--- config.mk ---
export PLATFORM = sky130hd
export DESIGN_NAME = byte_unpacker_8x
export DESIGN_NICKNAME = d
export VERILOG_FILES = /design/src/rtl/viterbi_pkg.sv /design/src/rtl/byte_unpacker_8x.sv
export SDC_FILE = /design/constraint.sdc
export NUM_CORES = 1
export LEC_CHECK = 0
export CAP_MARGIN = 20
export CELL_PAD_IN_SITES_DETAIL_PLACEMENT = 0
export CELL_PAD_IN_SITES_GLOBAL_PLACEMENT = 1
export CORE_ASPECT_RATIO = 0.75
export CORE_MARGIN = 2
export CORE_UTILIZATION = 39
export CTS_CLUSTER_DIAMETER = 120
export DETAILED_ROUTE_END_ITERATION = 10
export PLACE_DENSITY_LB_ADDON = 0.1
export SYNTH_ARGS = -nofsm -noshare
export SYNTH_HDL_FRONTEND = slang
export SYNTH_SLANG_ARGS = --single-unit
--- constraint.sdc ---
create_clock -name clk -period 2.8 [get_ports clk]
set_input_delay 0.84 -clock clk [delete_from_list [all_inputs] [get_ports clk]]
set_output_delay 0.84 -clock clk [all_outputs]
set_load 0.02 [all_outputs]
--- src/rtl/viterbi_pkg.sv ---
// viterbi_pkg: shared types and constants for the transmit-side bit unpacker
package viterbi_pkg;
  typedef enum logic [1:0] {UNP_IDLE, UNP_SHIFT, UNP_TAIL} unp_state_t;
  localparam int BYTE_W = 8;
  localparam int K = 7;
  localparam int TAIL_BITS_DEF = K - 1;
endpackage

--- src/rtl/byte_unpacker_8x.sv ---
// byte_unpacker_8x: serializes bytes LSB first at 1 bit/cycle with frame marking.
// Define BYTE_UNPACKER_TAIL_ZEROS_EN to append TAIL_BITS zero tail bits per frame.
module byte_unpacker_8x
  import viterbi_pkg::*;
#(
  parameter int TAIL_BITS = TAIL_BITS_DEF
) (
  input  logic              clk,
  input  logic              rst_n,
  input  logic              in_valid,
  output logic              in_ready,
  input  logic [BYTE_W-1:0] in_byte,
  input  logic              in_last,
  output logic              out_bit_valid,
  input  logic              out_bit_ready,
  output logic              out_bit,
  output logic              out_last,
  output logic              out_tail
);
  unp_state_t state, state_nxt;
  logic [BYTE_W-1:0] shift_reg;
  logic [2:0] bit_idx;
  logic last_q, in_fire, out_fire, byte_done, tail_go;
  if (TAIL_BITS < 1 || TAIL_BITS > 15) begin : g_bad_tail
    $error("TAIL_BITS must be in 1..15");
  end
`ifdef BYTE_UNPACKER_TAIL_ZEROS_EN
  localparam logic [3:0] TAIL_LAST = 4'(TAIL_BITS - 1);
  logic [3:0] tail_cnt;
  assign tail_go = last_q;
`else
  assign tail_go = 1'b0;
`endif
  assign byte_done = (state == UNP_SHIFT) && (bit_idx == 3'd7);
  assign out_fire  = out_bit_valid && out_bit_ready;
  assign in_fire   = in_valid && in_ready;
  // the reload slot opens only while the final data bit is leaving
  assign in_ready  = rst_n && ((state == UNP_IDLE) || (byte_done && out_bit_ready && !tail_go));
  always_ff @(posedge clk or negedge rst_n) begin
    if (!rst_n) state <= UNP_IDLE;
    else state <= state_nxt;
  end
  always_comb begin
    state_nxt = state;
    if (state == UNP_IDLE && in_fire) state_nxt = UNP_SHIFT;
    if (byte_done && out_fire) state_nxt = tail_go ? UNP_TAIL : in_fire ? UNP_SHIFT : UNP_IDLE;
`ifdef BYTE_UNPACKER_TAIL_ZEROS_EN
    if (state == UNP_TAIL && out_fire && tail_cnt == TAIL_LAST) state_nxt = UNP_IDLE;
`endif
  end
  // shifting in zeros leaves shift_reg empty after bit 7, so tail bits come out as 0
  always_ff @(posedge clk or negedge rst_n) begin
    if (!rst_n) begin
      shift_reg <= '0;
      bit_idx   <= '0;
      last_q    <= 1'b0;
    end else if (in_fire) begin
      shift_reg <= in_byte;
      bit_idx   <= '0;
      last_q    <= in_last;
    end else if (out_fire && state == UNP_SHIFT) begin
      shift_reg <= shift_reg >> 1;
      bit_idx   <= byte_done ? bit_idx : bit_idx + 3'd1;
    end
  end
`ifdef BYTE_UNPACKER_TAIL_ZEROS_EN
  always_ff @(posedge clk or negedge rst_n) begin
    if (!rst_n) tail_cnt <= '0;
    else if (byte_done && out_fire) tail_cnt <= '0;
    else if (state == UNP_TAIL && out_fire) tail_cnt <= tail_cnt + 4'd1;
  end
`endif
  always_comb begin
    out_bit_valid = state != UNP_IDLE;
    out_bit       = shift_reg[0];
`ifdef BYTE_UNPACKER_TAIL_ZEROS_EN
    out_tail      = state == UNP_TAIL;
    out_last      = (state == UNP_TAIL) && (tail_cnt == TAIL_LAST);
`else
    out_tail      = 1'b0;
    out_last      = byte_done && last_q;
`endif
  end
endmodule

# Word-level counts from Yosys, hierarchy flattened
# Cells that the tools add are included.
# op_classes
add_sub_neg	1
eq_ne	3
n_mux	8
n_reduce_logical	15
# op_table
cell	n
two-way mux 8 bit	2
logical AND 1 bit	9
two-way mux 3 bit	3
nonzero test 2 bit	3
two-way mux 2 bit	2
adder 3 x 1 -> 3 bit (second input constant)	1
== test 3 bit (second input constant)	1
== test 2 x 1 -> 1 bit (second input constant)	1
logical NOT 2 bit	1
inequality test 2 bit (second input constant)	1
AND reduction 2 bit	1
logical OR 1 bit	1
two-way mux 1 bit	1
# word_totals
reg_bits	14
inputBits	13
output_inout_bits	5
word_cells	31

# Longest topological paths before layout
# depth
depth_word	9
ltp_mapped	6
mapped_depth_nobuf	5

# Least setup slack after synthesis
# Ideal clock, no wire load.
# synth_path
kind	input to output
startpoint	input out_bit_ready
endpoint	output in_ready
arrival_time_ps	1269
required_time_ps	1960
path_slack_ps	691
cell_stages	2
path_buffers	0
path_cell_list	a21bo_2 > and2_2
# synth_via
elab_chain_cells	3
# synth_rtl
item	line_no	rtl
start: declaration	byte_unpacker_8x.sv:15	input logic out_bit_ready,
logical AND 1 bit	byte_unpacker_8x.sv:38	assign in_ready = rst_n && ((state == UNP_IDLE) || (byte_done && out_bit_ready && !tail_go));
logical OR 1 bit	byte_unpacker_8x.sv:38	
logical AND 1 bit	byte_unpacker_8x.sv:38	
end: declaration	byte_unpacker_8x.sv:11	output logic in_ready,
# No other way between the ends.

# Final worst setup path
# Ends and elaborated chain as after synthesis.

==> run summary <==
NetSw = 231.8 uW
clock tree buffer depth = 2
Synth Area in Adders = 3.636%
Inserted Diodes = 0
skew final = 7.055 ps
hpwl dp = 925.7 um
post-synth net total = 65
RSZ-0062 raised after global routing = false
die width = 52.51 um
Crit Path Class = in -> out
Root Buffer = clkbuf_4
Hold/Removal Path Class = reg -> reg
starting DRC count in detailed routing = 0
Synth Instances = 50
DR WL met2 = 595 um
CTS buffer count = 3
initial antenna violation count = 0
DRC violations left = 0
mux share of post-synthesis cell area = 32.18%
Startpoint Class = primary input
Clk pwr share = 15.0%
CP required = 1960 ps
Flop pwr share = 40.7%
most frequent cell after synthesis = dfrtp_1
IO Pins = 18
# setup viols final = 0
arrival time at the worst endpoint = 1810 ps
post-layout net count = 88
Yosys cell types = 18
Post-Synth Simple-Gate Area = 9.091%
final hold violation count = 0
Power Density = 843.3 nW/um^2
EDFF count, synth = 0
layout cells sized above 1 = 34.72%
die area = 2120 um^2
P_leak = 0.0004295 uW
synth top area cells = dfrtp_1, mux2_4, mux2_2, mux2i_1, ha_1
Synth top cells by count = dfrtp_1, mux2_2, mux2_4
Top FF cell, synth = dfrtp_1
Slowest-stage cell, CP = clkdlybuf4s50_1
via density per instance = 4.681
H-tree depth = 1
CORE AREA = 1692 um^2
Initial Utilization = 40.68%
FMAX = 0.3775 GHz
crit share post-route = 94.61%
Worst-path clk slew = 80 ps
sequential area share after synthesis = 47.27%
max reg flops = 8
switching part of the total = 30.56%
DR top layer = met3
max incr delay on CP = 410 ps
num rows = 13
Synth Cell Area = 688.2 um^2
max-slew violations = 0
largest family of logic cells by synthesized area = multiplexers
chip height = 40.38 um
CTS tree = done
post-synthesis xor/xnor area fraction = 1.273%
Synth-to-Final Area Change = 30.73%
min Tclk post-route = 2649 ps
Peak VDD IR = 379.6 uV
Logic pwr share = 44.2%
Sink Count = 13
overflow left after global routing = 0
yosys warns = 0
max cap viols = 0
crit end category = output pin
antenna-violating nets left = 0
Core Util, Final = 53.18%
final wirelength = 1184 um
Pint = 526.8 uW
Setup TNS Final = 0 ps
top cell type's share of synthesized area = 47.27%
CP max FO = 2
Mean Syn Cell Area = 13.76 um^2
Placer Congestion = 0.6106
crit-path cells = clkdlybuf4s50_1, a21bo_2, and2_2, clkbuf_2
Worst-Skew Late Latency = 270 ps
wire per inst = 12.60 um
routed length on met3 = 74 um
pin count of the biggest net entering global routing = 15
Synth area leader = dfrtp_1
status = completed
# port buffers = 16
first-pass GRT wire length = 1828 um
post-synthesis compound-gate area fraction = 1.455%
vias = 440
GRT Util Overall = 13.28%
ys async rst share = 100.0%
vias in the first global route = 406
1st-pass router iterations = 1
Yosys reg bits = 13
Metal-1 WL = 514 um
[routing by layer]
layer | vias up | global-route usage [%]
met4 | 0 | 1.923
li1 | 213 | -
met2 | 12 | 22.19
met5 | - | 0
met3 | 0 | 7.836
met1 | 215 | 15.23
[power by group through the flow]
stage / Clock, uW / Combinational, uW / Sequential, uW
floorplan: 0 / 237 / 312
global placement: 0 / 336 / 309
detailed placement: 0 / 342 / 314
CTS: 120 / 343 / 310
global route: 128 / 368 / 318
finish: 114 / 336 / 309
[per-stage QoR]
stage	setup WS [ps]	total power, uW	cell area [um^2]	cells	hold WS [ps]
CTS	9.686	773.3	904.6	94	544.2
global route	91.77	814.7	899.6	94	566.3
floorplan	690.5	549.1	688.2	50	474.4
global placement	-232.5	645.6	878.3	90	501.1
finish	150.9	758.6	899.6	94	533.5
detailed placement	-232.2	656.1	878.3	90	524.6
[kinds of logic after synthesis]
family          after synthesis
flops                        13
fa+ha+maj                     2
mux                          18
other cells                   1
compound gates                1
simple gates                 11
xor+xnor                      1
buf+inv                       3
[final timing paths]
kind | start | to | slack, ps | depth (start not counted)
min in group asynchronous | rst_n | bit_idx[1]$_DFFE_PN0P_ | 940 | 2
worst max-delay path | out_bit_ready | in_ready | 150 | 4
max in group asynchronous | rst_n | shift_reg[4]$_DFFE_PN0P_ | 1690 | 2
worst min-delay path | bit_idx[1]$_DFFE_PN0P_ | bit_idx[1]$_DFFE_PN0P_ | 530 | 2
worst min register to register | bit_idx[1]$_DFFE_PN0P_ | bit_idx[1]$_DFFE_PN0P_ | 530 | 2
worst max register to register | bit_idx[0]$_DFFE_PN0P_ | shift_reg[0]$_DFFE_PN0P_ | 1020 | 6
[worst max-delay path, delay by kind of cell]
family	cells	cell delay [ps]
AO/OA/AOI/OAI	1	220
buffers and inverters	2	560
AND/OR/NAND/NOR	1	180
[timing repair]
action                                  CTS  global route
resized for setup                         2             1
pin swaps                                 0             0
endpoints found under the setup margin    1             1
hold buffers                              0             0
buffers inserted                          0             0
[final cells by class]
type | count | area (um^2)
clock buffers | 4 | 26.28
fillers | 158 | 792.0
inverters | 1 | 3.754
multi-input cells | 34 | 331.6
flip-flops and latches | 13 | 325.3
well taps | 22 | 27.53
repair buffers | 20 | 185.2
[placed cells by master (no fill, tap or decap), drive strengths merged]
master | netlist | routed
nor2b | 1 | 1
ha | 2 | 2
nor2 | 3 | 3
inv | 1 | 1
mux2 | 15 | 15
and3 | 1 | 1
a21bo | 1 | 1
nand3b | 1 | 1
buf | 2 | 4
dfrtp | 13 | 13
clkbuf | 0 | 5
and2 | 1 | 1
clkdlybuf4s50 | 0 | 15
xor2 | 1 | 1
nand2 | 4 | 4
mux2i | 3 | 3
conb | 1 | 1
(Power assumes the default switching activity.)
